`config.mk`:
```
export PLATFORM = sky130hd
export DESIGN_NAME = adc_sample_avg
export DESIGN_NICKNAME = d
export VERILOG_FILES = /design/src/rtl/adc_sample_avg.sv
export SDC_FILE = /design/constraint.sdc
export NUM_CORES = 1
export LEC_CHECK = 0
export ABC_AREA = 0
export BUFFER_PORTS_ARGS = -buffer_cell sky130_fd_sc_hd__buf_4
export CORE_ASPECT_RATIO = 1.5
export CORE_MARGIN = 2
export CORE_UTILIZATION = 52
export CTS_BUF_LIST = sky130_fd_sc_hd__clkbuf_4 sky130_fd_sc_hd__clkbuf_8 sky130_fd_sc_hd__clkbuf_16
export DETAILED_ROUTE_END_ITERATION = 10
export HOLD_SLACK_MARGIN = 0.08
export PLACE_DENSITY = 0.73
export RECOVER_POWER = 100
export SLEW_MARGIN = 15
export SYNTH_ARGS = -nofsm -noshare
export SYNTH_HDL_FRONTEND = slang
export SYNTH_SLANG_ARGS = --single-unit
```
`constraint.sdc`:
```
create_clock -name clk_i -period 2.07 [get_ports clk_i]
set_input_delay 0.621 -clock clk_i [delete_from_list [all_inputs] [get_ports clk_i]]
set_output_delay 0.621 -clock clk_i [all_outputs]
set_load 0.05 [all_outputs]
```
`src/rtl/adc_sample_avg.sv`:
```
// Windowed average / min / max of XADC DRP samples with a single-entry
// valid/ready result register and a sticky overrun flag.
module adc_sample_avg #(
    parameter int          LOG2_N = 4,
    parameter logic [11:0] THRESH = 12'hC00
) (
    input  logic        clk_i,
    input  logic        reset_ni,
    input  logic        en_i,
    input  logic        drdy_i,
    input  logic [15:0] data_i,
    output logic [11:0] avg_o,
    output logic [11:0] min_o,
    output logic [11:0] max_o,
    output logic        over_o,
    output logic        avg_valid_o,
    input  logic        avg_ready_i,
    output logic        overrun_o
);

    localparam int DATA_W = 12;
    localparam int ACC_W  = DATA_W + LOG2_N;

    localparam logic [0:0] IDLE = 1'b0;
    localparam logic [0:0] RUN  = 1'b1;

    localparam logic [LOG2_N-1:0] CNT_LAST = '1;
    localparam logic [LOG2_N-1:0] CNT_ONE  = LOG2_N'(1);
    localparam logic [DATA_W-1:0] MIN_INIT = '1;
    localparam logic [DATA_W-1:0] MAX_INIT = '0;

    function automatic logic [DATA_W-1:0] avg_trunc(input logic [ACC_W-1:0] sum);
        return DATA_W'(sum >> LOG2_N);
    endfunction

    function automatic logic [DATA_W-1:0] min_u(input logic [DATA_W-1:0] a,
                                                 input logic [DATA_W-1:0] b);
        return (b < a) ? b : a;
    endfunction

    function automatic logic [DATA_W-1:0] max_u(input logic [DATA_W-1:0] a,
                                                 input logic [DATA_W-1:0] b);
        return (b > a) ? b : a;
    endfunction

    logic [0:0]        state_q;
    logic [ACC_W-1:0]  acc_p0;
    logic [LOG2_N-1:0] cnt_p0;
    logic [DATA_W-1:0] min_p0;
    logic [DATA_W-1:0] max_p0;
    logic              vld_p1;
    logic              ovr_p1;

    logic [DATA_W-1:0] sample;
    logic [ACC_W-1:0]  sum_next;
    logic [DATA_W-1:0] min_next;
    logic [DATA_W-1:0] max_next;
    logic [DATA_W-1:0] avg_next;
    logic              start;
    logic              take;
    logic              last;
    logic              xfer;
    logic              unused_nibble;

    assign sample        = data_i[15:4];
    assign unused_nibble = ^data_i[3:0];

    assign start    = (state_q == IDLE) && en_i;
    assign take     = (state_q == RUN) && en_i && drdy_i;
    assign last     = take && (cnt_p0 == CNT_LAST);
    assign xfer     = vld_p1 && avg_ready_i;

    // Accumulator is wide enough for N full-scale samples, so the sum cannot wrap.
    assign sum_next = acc_p0 + ACC_W'(sample);
    assign min_next = min_u(min_p0, sample);
    assign max_next = max_u(max_p0, sample);
    assign avg_next = avg_trunc(sum_next);

    always_ff @(posedge clk_i or negedge reset_ni) begin
        if (!reset_ni) begin
            state_q <= IDLE;
        end else begin
            case (state_q)
                IDLE:    if (en_i)  state_q <= RUN;
                RUN:     if (!en_i) state_q <= IDLE;
                default: state_q <= IDLE;
            endcase
        end
    end

    // ---- window stage: accumulate samples, restart on the Nth or on entry to RUN
    always_ff @(posedge clk_i or negedge reset_ni) begin
        if (!reset_ni) begin
            acc_p0 <= '0;
            cnt_p0 <= '0;
            min_p0 <= '0;
            max_p0 <= '0;
        end else if (start || last) begin
            acc_p0 <= '0;
            cnt_p0 <= '0;
            min_p0 <= MIN_INIT;
            max_p0 <= MAX_INIT;
        end else if (take) begin
            acc_p0 <= sum_next;
            cnt_p0 <= cnt_p0 + CNT_ONE;
            min_p0 <= min_next;
            max_p0 <= max_next;
        end
    end

    // ---- result stage: single-entry output register with valid/ready handshake
    always_ff @(posedge clk_i or negedge reset_ni) begin
        if (!reset_ni) begin
            avg_o  <= '0;
            min_o  <= '0;
            max_o  <= '0;
            over_o <= 1'b0;
            vld_p1 <= 1'b0;
        end else if (last) begin
            avg_o  <= avg_next;
            min_o  <= min_next;
            max_o  <= max_next;
            over_o <= (avg_next >= THRESH);
            vld_p1 <= 1'b1;
        end else if (xfer) begin
            vld_p1 <= 1'b0;
        end
    end

    // A result is lost only when it is overwritten without having been taken.
    always_ff @(posedge clk_i or negedge reset_ni) begin
        if (!reset_ni) begin
            ovr_p1 <= 1'b0;
        end else if (start) begin
            ovr_p1 <= 1'b0;
        end else if (last && vld_p1 && !avg_ready_i) begin
            ovr_p1 <= 1'b1;
        end
    end

    assign avg_valid_o = vld_p1;
    assign overrun_o   = ovr_p1;

endmodule

```
======== Word level (Yosys, flattened, before mapping) ========
Index checks and enable logic that the tools add are counted.
word-level totals
  register bits ........................... 84
  bits of input ports ..................... 21
  output and inout bits ................... 39
  logic and storage cells ................. 45
operators by class
  add/subtract/negate cells ............... 2
  $lt $le $gt $ge ......................... 3
  equal/unequal tests ..................... 1
  muxes and demuxes ....................... 15
  bitwise gates (word level) .............. 1
  reduce and logical (&&, ||, !) cells .... 12
operators with widths
  cell                                                            number
  12-bit two-way mux                                              6
  16-bit two-way mux                                              2
  16-bit by 12-bit adder with 16-bit output                       1
  12-bit >= comparator (second input constant)                    1
  12-bit greater-than comparator                                  1
  12-bit less-than comparator                                     1
  4-bit two-way mux                                               2
  1-bit logical AND                                               7
  2-bit nonzero test                                              3
  1-bit two-way mux                                               5
  4-bit by 1-bit adder with 4-bit output (second input constant)  1
  4-bit == test (second input constant)                           1
  1-bit zero test                                                 1
  1-bit logical OR                                                1
  1-bit NOT                                                       1

======== Longest topological paths before layout ========
  word-level depth ........................ 7
  mapped depth ............................ 10
  mapped depth without buffers ............ 10

======== Worst setup path before layout ========
OpenSTA, ideal clock, no wires.
  kind .................................... input-to-reg
  from .................................... in data_i[4]
  to ...................................... reg acc_p0[14]
  library setup time ...................... 0.076 ns
  arrival ................................. 2.347 ns
  required time ........................... 1.994 ns
  path slack .............................. -0.353 ns
  stages .................................. 10
  path buffers ............................ 0
  cell sequence ........................... ha_1 > inv_1 > fa_1 > nor2b_1 > o2111ai_1 > a21oi_1 > o21a_1 > o31ai_2 > or3_1 > o21ai_1
on the way
  word-level cells in the longest chain between the ends .. 3
ends and longest elaborated chain
  what                                       line  text
  start, declared                            11    input logic [15:0] data_i,
  16-bit by 12-bit adder with 16-bit output  74    assign sum_next = acc_p0 + ACC_W'(sample);
  16-bit two-way mux                         103   end else if (take) begin
  16-bit two-way mux                         98    end else if (start || last) begin
  end signal, assigned                       104   acc_p0 <= sum_next;
  end, declared                              47    logic [ACC_W-1:0] acc_p0;
Every way passes these cells. The select of a mux whose other input is x is not followed.
A chain may end at the register's enable or synchronous reset.

======== Worst setup path in the final report ========
  from .................................... reg max_p0[3]
  to ...................................... reg max_o[5]
on the way
  word-level cells in the longest chain between the ends .. 2
ends and longest elaborated chain
  what                            line  text
  start, declared                 50    logic [DATA_W-1:0] max_p0;
  start signal, assigned          107   max_p0 <= max_next;
  12-bit greater-than comparator  43    return (b > a) ? b : a;
  12-bit two-way mux              43
  end signal, assigned            122   max_o <= max_next;
  end, declared                   14    output logic [11:0] max_o,
Every way passes these cells.

==> impl_metrics.toml <==
[cells_and_area]
final_common_cell = "buf_4"
synthToLayoutAreaGrowth_pct = 41.3
fill_cells = 563
final_cell_mix = "buf_4, dfrtp_1, clkbuf_1"
layout.nets = 651
fin_cells = 704
final_layout_size_suffix_gt1_share_pct = 34.3
antenna-diode-count = 0

[placement]
dpl.hpwl_um = 8850
io_buffers = 55
place_congestion = 0.934
dp_cells = 665

[timing]
finalSetupViolCount = 49
finClkSkew_ps = 6.90
clock.fmax_ghz = 0.452
finalHoldViolCount = 0
rsz0062_at_grt = "true"
period_share_pct = 107
slew_viol_final = 0
worst_slack_ps = -141
worst_slew_pin_slew_ps = 812
fin_crit_ps = 2210
slew_headroom_pct = 45.9

[global_routing]
grt_usage_pct = 28.8
grt_max_degree = 32
first_global_vias = 4258
antenna_found_initial = 0
overflow = 0
grt_pass1_wl_um = 21100

[detailed_routing]
routed_via_density = 5.98
wirelength_um = 14100
first_pass_iters = 5
vias = 4209
post_drt_wl_per_cell_um = 20.0
drtAntennaViolNets = 0
drt_iter0_drc = 383
route.detailed.drc = 0

[clock_tree]
clkLatencyLatePin_ps = 340
cts_sinks = 84
cts_buffers = 9
clkTransAtPathRegs_ps = 60
cts_tree = "done"
hold_buffers = 0
h-tree-depth = 3
clockRootBuffer = "clkbuf_16"
clk_path_buf_depth = 2

[power_and_ir_drop]
p_sw_uw = 1320
internal_power_uw = 3290
seq_power_share_pct = 39.4
combPwrFrac_pct = 26.4
leakagePower_uw = 0.00312
power_uw = 4610
vdd_drop_max_v = 0.000549
switching_share_pct = 28.6
p_per_area_nw_per_um2 = 717
p_clk_share_pct = 34.2

[critical_path]
cp.arrival_ps = 2440
critPathCaptureType = "flop"
crit_path_cell_trace = "inv_1, ha_1, nand4_1, nor3_2, inv_1, a221o_1, buf_6, o22ai_2, nor2_1"
worstRegToRegCells = 9
cp_max_fo = 8
slowest_delay_ps = 390
required_ps = 2300
path_buf_inv = 3
r2r-start = "max_p0[3]"
crit_path_top_delay_cell = "dfrtp_1"
cpMostUsedCell = "inv_1"
crit_family = "simple AND/OR/NAND/NOR gates"
critPathKind = "reg -> reg"
timing.rr.end = "max_o[5]"
r2r_slack_ps = -140
crit_path_start_kind = "flop"

[logic_synthesis]
synth_top_area_share_pct = 46.2
ys_types = 47
ys_seq_area_share_pct = 46.2
synthTopCellsByArea = "dfrtp_1, ha_1, a22o_1"
synth_top_cell_by_area = "dfrtp_1"
syn_inst = 445
syn_area_per_cell_um2 = 10.2
synth.net_count = 503
synth.cell_area_um2 = 4550
ys_seq_elements = 84
synth_warnings = 0

[job]
cap_violations = 0

[floorplanning]
dieArea_um2 = 9520
start_util_pct = 53.7
die_w_um = 80.4
io_pins = 60
die-height_um = 119
core_area_um2 = 8460
row_count = 41

[hold_path]
hp-class = "in -> async"

[run_status]
status = "finished, violations left"
failed_checks = "negative setup slack"
==> power by group through the flow <==
| stage | Clock (uW) | Combinational (uW) | Sequential, uW |
|---|---|---|---|
| final | 1580 | 1220 | 1820 |
| after global routing | 1660 | 1320 | 1820 |
| after CTS | 1590 | 1090 | 1810 |
| after detailed placement | 0 | 1030 | 1840 |
| after global placement | 0 | 998 | 1830 |
| after floorplan | 0 | 606 | 1820 |
==> kinds of logic after synthesis <==
group / Yosys count / synth area share [%]
AOI/OAI and AO/OA: 141 / 23.4
and+or+nand+nor: 112 / 11.8
DFF: 84 / 46.2
buffers and inverters: 55 / 5.04
adders and majority gates: 37 / 10.3
xor gates and xnor gates: 13 / 2.50
muxes: 3 / 0.715
==> worst max path at each step <==
stage               cells after the start  startpoint    endpoint
floorplan                              10   data_i[4]  acc_p0[14]
global placement                       11   data_i[4]      over_o
detailed placement                     11   data_i[4]      over_o
CTS                                    10   acc_p0[0]  acc_p0[14]
global route                            9   max_p0[3]    max_o[4]
finish                                  9   max_p0[3]    max_o[5]
==> what timing repair did <==
action,CTS,global route
setup endpoints to repair,60,63
gates cloned,2,1
gates resized for setup,32,35
setup buffers,6,15
pin swaps,29,44
==> layout make-up <==
class / count / area (um2) / share of cell area, %
Timing Repair Buffer: 157 / 1080 / 16.8
Tap cell: 107 / 134 / 2.08
Sequential cell: 84 / 2100 / 32.7
Multi-Input combinational cell: 308 / 2690 / 41.8
Clock inverter: 1 / 5.00 / 0.0779
Clock buffer: 14 / 288 / 4.48
Inverter: 33 / 126 / 1.97
==> flip-flops by register name, summed over array words and instances (netlist names) <==
signal / count
acc_p0: 16
avg_o: 12
max_o: 12
max_p0: 12
min_o: 12
min_p0: 12
cnt_p0: 4
avg_valid_o: 1
over_o: 1
overrun_o: 1
state_q: 1
==> metrics by stage <==
stage	cell area (um2)	worst slack (ps)	TNS, ps	util (%)	hold WS (ps)
6_report	6420	-141	-3350	75.9	333
5_1_grt	6420	-218	-6740	75.9	384
4_1_cts	6320	-77.5	-519	74.7	216
3_5_place_dp	5830	-567	-27450	68.8	463
3_3_place_gp	5830	-462	-25010	68.8	456
2_1_floorplan	4790	-233	-3130	-	325
==> synthesized netlist by cell type (all sizes together) <==
library cell / count
and3: 1
nor2: 32
xnor2: 6
xor2: 7
o22a: 12
clkbuf: 14
a21oi: 21
nor2b: 5
o221a: 12
nor3: 5
o21ai: 21
ha: 36
o22ai: 11
nand4: 9
o2111ai: 1
o31a: 1
o211ai: 3
inv: 33
nand3: 3
a221o: 2
a21o: 15
o21ba: 1
fa: 1
a211oi: 4
nand2: 37
nand2b: 16
o21a: 7
o41ai: 2
a31oi: 2
buf: 8
mux2: 2
o21bai: 1
or2: 2
dfrtp: 84
o31ai: 3
mux2i: 1
a22o: 22
and4: 1
or3: 1
==> layer usage <==
layer  global-route usage, %  vias to the layer above  routed length [um]  share of wire (%)
met3                    5.11                       47                 658                4.7
met1                    33.4                     2106                5280                 37
met4                    13.8                        0                 615                4.4
met5                       0                        -                   0                  0
met2                    50.2                      141                7520                 53
li1                        -                     1915                   -                  -
(Power assumes the default switching activity.)
